===== config.mk =====
export PLATFORM = sky130hd
export DESIGN_NAME = scan_sequencer
export DESIGN_NICKNAME = d
export VERILOG_FILES = /design/src/rtl/scan_sequencer.sv
export SDC_FILE = /design/constraint.sdc
export NUM_CORES = 1
export LEC_CHECK = 0
export BUFFER_PORTS_ARGS = -buffer_cell sky130_fd_sc_hd__buf_2
export CAP_MARGIN = 20
export CORE_ASPECT_RATIO = 0.75
export CORE_MARGIN = 4
export CORE_UTILIZATION = 40
export CTS_BUF_LIST = sky130_fd_sc_hd__clkbuf_16
export DETAILED_ROUTE_END_ITERATION = 10
export PLACE_DENSITY = 0.73
export SETUP_SLACK_MARGIN = 0.15
export SLEW_MARGIN = 20
export SYNTH_ARGS = -nofsm -noshare
export SYNTH_HDL_FRONTEND = slang
export SYNTH_SLANG_ARGS = --single-unit

===== constraint.sdc =====
create_clock -name clk -period 7.2 [get_ports clk]
set_clock_uncertainty 0.15 [all_clocks]
set_input_delay 0.36 -clock clk [delete_from_list [all_inputs] [get_ports clk]]
set_output_delay 0.36 -clock clk [all_outputs]
set_load 0.05 [all_outputs]

===== src/rtl/scan_sequencer.sv =====
// -----------------------------------------------------------------------------
// scan_sequencer
//
// Steps a 3-to-8 decoder through its channels. Each channel gets a blanking
// phase (decoder disabled) of `blank` cycles followed by an active phase
// (decoder enabled) of max(dwell,1) cycles. A full pass over the channel list
// ends with a one-cycle frame_done pulse as the first channel is re-entered.
//
// Optional feature macro: SCAN_SKIP_EN
//   undefined : channels 0..7 visited in order, mask ignored.
//   defined   : only channels whose mask bit is set are visited, ascending;
//               mask is re-sampled at every advance point, mask=0 stops.
//
// Ports
//   clk        : clock, all state changes on rising edge
//   rst_n      : asynchronous active-low reset
//   start      : level request to begin scanning (honoured only in IDLE)
//   stop       : level request to end scanning
//   dwell      : active cycles per channel (0 treated as 1)
//   blank      : blanking cycles before each channel
//   mask       : channel enable bits (SCAN_SKIP_EN builds only)
//   sel        : channel index to the decoder
//   dis        : decoder disable (1 = all decoder outputs low)
//   busy       : high whenever not IDLE
//   frame_done : one-cycle pulse on re-entry of the first channel
// -----------------------------------------------------------------------------
module scan_sequencer #(
    parameter int DWELL_W = 8,
    parameter int BLANK_W = 4
) (
    input  logic               clk,
    input  logic               rst_n,
    input  logic               start,
    input  logic               stop,
    input  logic [DWELL_W-1:0] dwell,
    input  logic [BLANK_W-1:0] blank,
    input  logic [7:0]         mask,
    output logic [2:0]         sel,
    output logic               dis,
    output logic               busy,
    output logic               frame_done
);

    localparam int CNT_W = (DWELL_W > BLANK_W) ? DWELL_W : BLANK_W;

    typedef enum logic [1:0] {
        ST_IDLE   = 2'd0,
        ST_BLANK  = 2'd1,
        ST_ACTIVE = 2'd2
    } state_t;

    state_t             state_reg, state_next;
    logic [CNT_W-1:0]   cnt_reg, cnt_next;
    logic [2:0]         sel_reg, sel_next;
    logic               stop_pend_reg, stop_pend_next;
    logic               armed_reg;
    logic               dis_reg, dis_next;
    logic               busy_reg, busy_next;
    logic               fd_reg, fd_next;

    // Channel list helpers
    logic [2:0]         first_ch;
    logic [2:0]         next_ch;
    logic               wrap;
    logic               has_any;

    // Phase load values: counter runs down to zero, so load length-1
    logic [CNT_W-1:0]   blank_load;
    logic [CNT_W-1:0]   dwell_load;
    state_t             enter_state;
    logic [CNT_W-1:0]   enter_cnt;

    assign blank_load  = CNT_W'(blank) - CNT_W'(1);
    assign dwell_load  = (dwell == '0) ? '0 : (CNT_W'(dwell) - CNT_W'(1));
    assign enter_state = (blank != '0) ? ST_BLANK : ST_ACTIVE;
    assign enter_cnt   = (blank != '0) ? blank_load : dwell_load;

`ifdef SCAN_SKIP_EN
    logic [2:0] next_up;
    logic       found_up;

    // Descending scan so the lowest qualifying index is the last one written
    always_comb begin
        first_ch = 3'd0;
        next_up  = 3'd0;
        found_up = 1'b0;
        for (int i = 7; i >= 0; i--) begin
            if (mask[i]) begin
                first_ch = 3'(i);
            end
            if (mask[i] && (3'(i) > sel_reg)) begin
                next_up  = 3'(i);
                found_up = 1'b1;
            end
        end
        has_any = |mask;
        next_ch = found_up ? next_up : first_ch;
        wrap    = ~found_up;
    end
`else
    logic unused_mask;
    assign unused_mask = ^mask;
    assign first_ch    = 3'd0;
    assign has_any     = 1'b1;
    assign next_ch     = sel_reg + 3'd1;
    assign wrap        = (sel_reg == 3'd7);
`endif

    // State register (all outputs come straight from flops)
    always_ff @(posedge clk or negedge rst_n) begin
        if (!rst_n) begin
            state_reg     <= ST_IDLE;
            cnt_reg       <= '0;
            sel_reg       <= 3'd0;
            stop_pend_reg <= 1'b0;
            armed_reg     <= 1'b0;
            dis_reg       <= 1'b1;
            busy_reg      <= 1'b0;
            fd_reg        <= 1'b0;
        end else begin
            state_reg     <= state_next;
            cnt_reg       <= cnt_next;
            sel_reg       <= sel_next;
            stop_pend_reg <= stop_pend_next;
            armed_reg     <= 1'b1;
            dis_reg       <= dis_next;
            busy_reg      <= busy_next;
            fd_reg        <= fd_next;
        end
    end

    // Next-state logic
    always_comb begin
        state_next     = state_reg;
        cnt_next       = cnt_reg;
        sel_next       = sel_reg;
        stop_pend_next = stop_pend_reg;
        fd_next        = 1'b0;
        case (state_reg)
            ST_IDLE: begin
                // armed_reg keeps the first edge after reset release quiet
                if (start && !stop && armed_reg && has_any) begin
                    state_next = enter_state;
                    cnt_next   = enter_cnt;
                    sel_next   = first_ch;
                end
            end
            ST_BLANK: begin
                if (stop) begin
                    state_next = ST_IDLE;
                    cnt_next   = '0;
                end else if (cnt_reg == '0) begin
                    state_next = ST_ACTIVE;
                    cnt_next   = dwell_load;
                end else begin
                    cnt_next = cnt_reg - CNT_W'(1);
                end
            end
            ST_ACTIVE: begin
                // A stop seen at any point in the active phase is honoured
                // once the phase has run its full length.
                stop_pend_next = stop_pend_reg | stop;
                if (cnt_reg == '0) begin
                    stop_pend_next = 1'b0;
                    if (stop || stop_pend_reg || !has_any) begin
                        state_next = ST_IDLE;
                        cnt_next   = '0;
                    end else begin
                        state_next = enter_state;
                        cnt_next   = enter_cnt;
                        sel_next   = next_ch;
                        fd_next    = wrap;
                    end
                end else begin
                    cnt_next = cnt_reg - CNT_W'(1);
                end
            end
            default: begin
                state_next = ST_IDLE;
                cnt_next   = '0;
            end
        endcase
    end

    // Output decode of the upcoming state, registered above
    always_comb begin
        dis_next  = (state_next != ST_ACTIVE);
        busy_next = (state_next != ST_IDLE);
    end

    assign sel        = sel_reg;
    assign dis        = dis_reg;
    assign busy       = busy_reg;
    assign frame_done = fd_reg;

endmodule


==> results of run 1 <==
==> metrics by stage <==
step,instance area (sq um),hold slack (ps)
after floorplan,1360,-85.6
final,1570,179
after global routing,1570,193
after detailed placement,1480,164
after global placement,1480,161
after CTS,1570,184
==> layer usage <==
| metal | global-route usage | vias to the layer above | share of wire |
|---|---|---|---|
| li1 | - | 598 | - |
| met1 | 0.213 | 533 | 0.52 |
| met2 | 0.205 | 17 | 0.44 |
| met3 | 0.0427 | 0 | 0.040 |
| met4 | 0.00748 | 0 | 0 |
| met5 | 0 | - | 0 |
==> cells in the mapped netlist (all sizes together), types with 4 or more instances <==
cell type	n	area, sq um
nor3b	4	30.0
nor2b	5	31.3
mux2i	5	50.1
nand2	9	33.8
dfrtp	17	425
o21ai	14	70.1
ha	7	87.6
nor2	12	45.0
inv	9	33.8
a21oi	10	50.1
nor3	9	45.0
==> worst max-delay path by stage <==
stage	start	end	slack (ps)
finish	cnt_reg[0]$_DFFE_PN0N_	cnt_reg[1]$_DFFE_PN0N_	4670
global route	cnt_reg[0]$_DFFE_PN0N_	cnt_reg[1]$_DFFE_PN0N_	4490
CTS	cnt_reg[0]$_DFFE_PN0N_	cnt_reg[1]$_DFFE_PN0N_	4670
detailed placement	dwell[0]	cnt_reg[2]$_DFFE_PN0N_	4640
global placement	dwell[0]	cnt_reg[2]$_DFFE_PN0N_	4640
floorplan	cnt_reg[0]$_DFFE_PN0N_	cnt_reg[3]$_DFFE_PN0N_	4910
==> layout make-up <==
type	instances	area (sq um)
Multi-Input combinational cell	121	838
Tap cell	40	50.0
Timing Repair Buffer	22	115
Clock inverter	1	3.75
Sequential cell	18	452
Inverter	9	33.8
Fill cell	305	1720
Clock buffer	3	75.1
==> worst reg2reg max path: stages, from the launching register on <==
cell	delay [ps]
dfrtp_1	420
inv_1	110
ha_1	190
or3b_2	520
or2_1	370
nor2_1	180
o21ai_0	200
o31ai_1	280
==> timing repair <==
item	CTS	global route
hold endpoints to repair	17	0
resized for setup	0	0
hold buffers	1	0
endpoints found under the setup margin	0	0
==> logic make-up (layout without fill, tap and decap cells) <==
logic type	Yosys count	after routing	share of synthesized area
AND/OR/NAND/NOR	60	60	0.256
adder cells (fa/ha/maj)	7	7	0.0643
AO/OA/AOI/OAI	43	43	0.223
flip-flops	18	18	0.332
XOR/XNOR	5	5	0.0322
multiplexers	5	5	0.0368
buffers and inverters	13	35	0.0524
other	1	1	0.00275
==> power groups by stage <==
stage / clock [mW] / sequential (mW) / combinational, mW
finish: 0.110 / 0.173 / 0.267
global route: 0.115 / 0.180 / 0.303
CTS: 0.112 / 0.172 / 0.267
detailed placement: 0 / 0.174 / 0.265
global placement: 0 / 0.173 / 0.264
floorplan: 0 / 0.186 / 0.207
==> impl_summary.txt, run 1 <==
----------------------------------------------------
[Run status]
  Run status ... finished, final reports clean

[Floorplanning]
  Ports ... 30
  Placement row count ... 18
  Die Span Y ... approximately 59 microns
  Std-Cell Core Area ... roughly 3300 sq um
  Die X-Extent ... 75.4 microns
  Initial standard-cell utilization of the core ... 0.414
  Area of the die ... between 4000 and 5000 sq um

[Min path]
  Min-delay src ... dwell[0]
  Hold Path Stages ... 2
  Endpoint, Worst Hold ... cnt_reg[0]$_DFFE_PN0N_
  Hold WC Path Type ... in -> reg

[CTS]
  Clock H-tree levels ... 1
  Clock Latency Late Sink ... between 200 and 300 ps
  Number of buffers on the longest clock path ... 2
  TritonCTS buffer count ... 3
  TritonCTS clock tree ... done
  Total clock sinks ... 18
  Clk root buf ... clkbuf_16
  Clock-pin slew reported for the worst setup and hold paths after clock tree synthesis ... 50 ps
  Buffers inserted during post-CTS setup optimization ... 0

[Synth]
  Synthesized netlist net count ... roughly 180
  Async S/R FF share, synth ... 1.00
  Syn Std Cell Area ... between 1000 and 1500 sq um
  Top_reg_cell synth ... dfrtp_1
  Gate count after technology mapping ... around 150
  Post-synthesis sequential element count ... 18
  Fraction of the yosys area taken by sequential cells ... 0.332
  Cell variety after synth ... between 40 and 50
  Average footprint of a synthesized cell ... roughly 9 sq um
  Warning count from the yosys run ... 0
  Number of flops mapped to enable cells by yosys ... 0

[Finish]
  Most frequent cells in the layout ... 21 x buf_2, 17 x dfrtp_1, 14 x o21ai_0
  Area overhead of the layout relative to synthesis ... 15.2%
  Share of post-route cells with drive strength above 1 ... 0.236
  Most common cell after layout, fill and taps aside ... buf_2
  Post-Route Utilization ... 0.477
  Net count reported at finish ... approximately 210
  Antenna diode count ... 0
  Largest register FFs ... 8
  Non-filler instance count after layout ... roughly 210

[Worst setup path]
  Kind of cell adding the most delay to the critical path ... simple AND/OR/NAND/NOR gates
  Critical path depth ... 7
  Setup slack of the most critical reg-to-reg path ... between 4000 and 5000 ps
  Maximum cell stage delay along the critical path ... between 500 and 600 ps
  Critical path arrival ... between 2000 and 3000 ps
  Reg2Reg Depth ... 7
  Data required time of the worst path ... 7190 ps
  Type of element capturing the critical path ... flip-flop
  Launch point of the worst reg-to-reg path ... cnt_reg[0]$_DFFE_PN0N_
  Cell chain of the critical path ... inv_1, ha_1, or3b_2, or2_1, nor2_1, o21ai_0, o31ai_1
  Worst Setup Path Type ... reg -> reg
  Highest net fanout along the worst path ... 8
  Number of buffer and inverter instances along the worst setup path ... 1
  CP startpoint kind ... flip-flop
  Crit path max-delay cell type ... or3b_2
  Endpoint of the worst register-to-register path ... cnt_reg[1]$_DFFE_PN0N_

[Power]
  Overall power of the completed layout ... 0.550 mW
  Clock power frac ... 0.199
  Reported leakage power ... between 0.6 and 0.7 nW
  Maximum resistive drop on vdd ... between 0.1 and 0.15 mV
  Switching component of the power ... about 0.23 mW
  Sequential share of power ... 0.315
  Switching share of total power ... 0.412
  Power density normalized to cell area ... around 350 nW/um^2
  Logic pwr share ... 0.485
  Internal Dissipation ... approximately 0.32 mW

[Placement]
  Number of port buffers ... 21
  DPL Wire Length ... 2260 microns
  Setup WS pre-CTS ... about 4600 ps
  Placed Instances ... between 200 and 250
  Final Wtd Congestion ... between 0.9 and 1

[Timing]
  Max-slew violation count ... 0
  Time the worst path needs with I/O delays and setup ... approximately 2500 ps
  Achievable frequency ... 395 MHz
  Worst-margin pin slew ... just over 600 ps
  Total count of hold-check failures in the final report ... 0
  RSZ-0062 raised after global routing ... false
  Setup violations, final ... 0
  Relative slew slack ... 0.581
  Part of the cycle the worst path needs ... 0.352
  Worst setup margin ... approximately 4700 ps
  Final TNS setup ... 0 ps

[Global routing]
  Global-route wire length before repair ... about 4800 microns
  Largest net degree at the start of global routing ... 19
  Global route total overflow ... 0
  Vias in the first global route ... around 1,000
  Total global-route track usage ... 0.140
  Antenna violations before repair ... 0

[Detailed routing]
  Number of search-and-repair iterations in the first detailed-routing pass ... 4
  Total vias in the final route ... 1,148
  Remaining design rule violation count ... 0
  Post-detailed-route wirelength per cell ... roughly 13 microns
  Final WL ... 2780 microns
  Initial drt markers ... 119
  Post-detailed-route count of antenna-violating nets ... 0
  Drt via density ... 5.36

[Flow run]
  Number of max-cap violations ... 0

----------------------------------------------------
No activity file was read; power rests on OpenSTA's default activity.
==> run 2: changes to the inputs <==
Clock period 7.2 ns to 2.4 ns, I/O delays scaled along.
==> run 2 against run 1 <==
  * Clock power increased to 3.0 times the previous value
  * Non-clock buffer count increased by 20
  * Combinational power increased to 4.0 times the previous value
  * Maximum frequency increased by 16%
  * First-iteration DRC count decreased by 5.9%
  * Global-route usage increased by 1.7 points
  * Core utilization increased by 6.1 points
  * Die area unchanged
  * Final area increased by 13%
  * Sequential cell count unchanged
  * Power increased to 3.5 times the previous value
  * Critical path type unchanged
==> impl_summary.txt, run 2 (synthesized netlist as in run 1, its figures left out) <==
----------------------------------------------------
[CTS]
  TritonCTS buffer count ... 3 (unchanged)
  Number of buffers on the longest clock path ... 2 (unchanged)
  Clk root buf ... clkbuf_16
  Clock H-tree levels ... 1 (unchanged)
  Clock-pin slew reported for the worst setup and hold paths after clock tree synthesis ... 50 ps (about the same)
  TritonCTS clock tree ... done
  Clock Latency Late Sink ... 250 ps (about the same)
  Total clock sinks ... 18 (unchanged)

[Finish]
  Share of post-route cells with drive strength above 1 ... 0.361 (+0.125)
  Net count reported at finish ... 226 (+9.7%)
  Area overhead of the layout relative to synthesis ... 29.8%
  Fill cell count ... 287 (-5.9%)
  Most common cell after layout, fill and taps aside ... buf_2
  Antenna diode count ... 0 (unchanged)
  Largest register FFs ... 8 (unchanged)
  Most frequent cells in the layout ... 21 x buf_2, 19 x buf_4, 17 x dfrtp_1

[Worst setup path]
  Worst Setup Path Type ... reg -> reg
  Highest net fanout along the worst path ... 5 (-3)
  CP startpoint kind ... flip-flop
  Type of element capturing the critical path ... flip-flop
  Data required time of the worst path ... 2390 ps (-4800 ps)
  Critical path arrival ... 2160 ps (-370 ps)
  Reg2Reg Depth ... 8 (+1)

[Global routing]
  Global-route wire length before repair ... 5380 microns (+11%)
  Vias in the first global route ... 1,172 (+13%)
  Antenna violations before repair ... 0 (unchanged)
  Largest net degree at the start of global routing ... 19 (unchanged)
  Total global-route track usage ... 0.158 (+0.0174)
  Global route total overflow ... 0 (unchanged)

[Floorplanning]
  Die X-Extent ... 75.4 microns (unchanged)
  Std-Cell Core Area ... 3290 sq um (unchanged)
  Die Span Y ... 58.5 microns (unchanged)
  Ports ... 30 (unchanged)
  Placement row count ... 18 (unchanged)
  Area of the die ... 4410 sq um (unchanged)
  Initial standard-cell utilization of the core ... 0.414 (unchanged)

[Placement]
  Number of port buffers ... 21 (unchanged)
  Final Wtd Congestion ... 0.892 (-2.3%)
  DPL Wire Length ... 2570 microns (+14%)

[Timing]
  Hold Slack ... 56.9 ps (-122 ps)
  Worst-margin pin slew ... 548 ps (-71.6 ps)
  Final TNS setup ... 0 ps (unchanged)
  Achievable frequency ... 460 MHz (+16%)
  RSZ-0062 raised after global routing ... true
  Time the worst path needs with I/O delays and setup ... 2180 ps (-357 ps)
  Relative slew slack ... 0.634 (+0.0528)
  Total count of hold-check failures in the final report ... 0 (unchanged)
  Setup violations, final ... 0 (unchanged)
  Part of the cycle the worst path needs ... 0.907 (+0.555)
  Max-slew violation count ... 0 (unchanged)

[Power]
  Switching share of total power ... 0.402 (-0.0102)
  Overall power of the completed layout ... 1.90 mW (+250%)
  Sequential share of power ... 0.256 (-0.059)
  Switching component of the power ... 0.763 mW (+240%)
  Clock power frac ... 0.173 (-0.026)
  Reported leakage power ... 0.793 nW (+16%)
  Power density normalized to cell area ... 1070 nW/um^2 (+210%)
  Internal Dissipation ... 1.13 mW (+250%)
  Maximum resistive drop on vdd ... 0.518 mV (+300%)
  Logic pwr share ... 0.571 (+0.086)

[Detailed routing]
  Post-detailed-route wirelength per cell ... 14.0 microns (+7.7%)
  Number of search-and-repair iterations in the first detailed-routing pass ... 4 (unchanged)
  Remaining design rule violation count ... 0 (unchanged)
  Drt via density ... 5.42 (+1.1%)
  Initial drt markers ... 112 (-5.9%)
  Final WL ... 3280 microns (+18%)
  Post-detailed-route count of antenna-violating nets ... 0 (unchanged)
  Total vias in the final route ... 1,269 (+11%)

[Min path]
  Hold WC Path Type ... in -> reg
  Hold Path Stages ... 3 (+1)

[Run status]
  Run status ... finished, final reports clean

[Flow run]
  Number of max-cap violations ... 0 (unchanged)

----------------------------------------------------
run 2: changes by cell type in the layout (fill, tap and decap cells not counted), sizes merged:
| cell | previous run | this run |
|---|---|---|
| buf | 21 | 40 |
| dlygate4sd3 | 1 | 2 |
run 2: path summary, 6_finish.rpt:
path                                     endpoint  slack (ps)              startpoint
max                        cnt_reg[2]$_DFFE_PN0N_         220  cnt_reg[0]$_DFFE_PN0N_
min                        cnt_reg[5]$_DFFE_PN0N_          60                dwell[5]
max reg2reg                cnt_reg[2]$_DFFE_PN0N_         220  cnt_reg[0]$_DFFE_PN0N_
min reg2reg                    sel[0]$_DFFE_PN0P_         360      sel[0]$_DFFE_PN0P_
max in group asynchronous           dis$_DFF_PN1_        1590                   rst_n
min in group asynchronous      sel[2]$_DFFE_PN0P_         190                   rst_n
run 2: layout make-up:
type	instances	area (sq um)	share of cell area
multi-input combinational	121	885	0.501
sequential	18	452	0.256
timing repair buffer	42	268	0.152
clock buffer	3	75.1	0.0425
tap	40	50.0	0.0283
inverter	9	33.8	0.0191
clock inverter	1	3.75	0.00212
run 2: layer usage:
metal,part of all wire,track usage
met4,0,0.00748
met3,0.047,0.0358
met1,0.49,0.231
met2,0.47,0.250
met5,0,0
run 2: per-stage QoR:
step / worst slack [ps] / area (sq um) / std cells / utilization
2_1_floorplan: 201 / 1360 / 152 / -
3_3_place_gp: 94.8 / 1620 / 227 / 0.492
3_5_place_dp: 101 / 1620 / 227 / 0.492
4_1_cts: 162 / 1720 / 233 / 0.522
5_1_grt: 140 / 1770 / 234 / 0.537
6_report: 224 / 1770 / 234 / 0.537
run 2: timing repair:
action | CTS | global route
hold endpoints to repair | 19 | 0
buffers inserted | 0 | 1
hold buffers | 2 | 0
pin swaps | 1 | 1
setup endpoints to repair | 5 | 8
resized for setup | 2 | 11
run 2: critical path, stage by stage, from the launching register on:
cell     delay [ps]
dfrtp_1         370
inv_1            80
ha_1            160
or3b_4          410
buf_4           150
o22ai_2         150
nor3_1           90
a221o_1         260
a22o_2          250
run 2: power groups by stage:
stage	clock, mW	sequential (mW)	combinational [mW]
2_1_floorplan	0	0.559	0.631
3_3_place_gp	0	0.481	0.977
3_5_place_dp	0	0.484	0.994
4_1_cts	0.336	0.479	1.01
5_1_grt	0.353	0.498	1.19
6_report	0.329	0.485	1.08
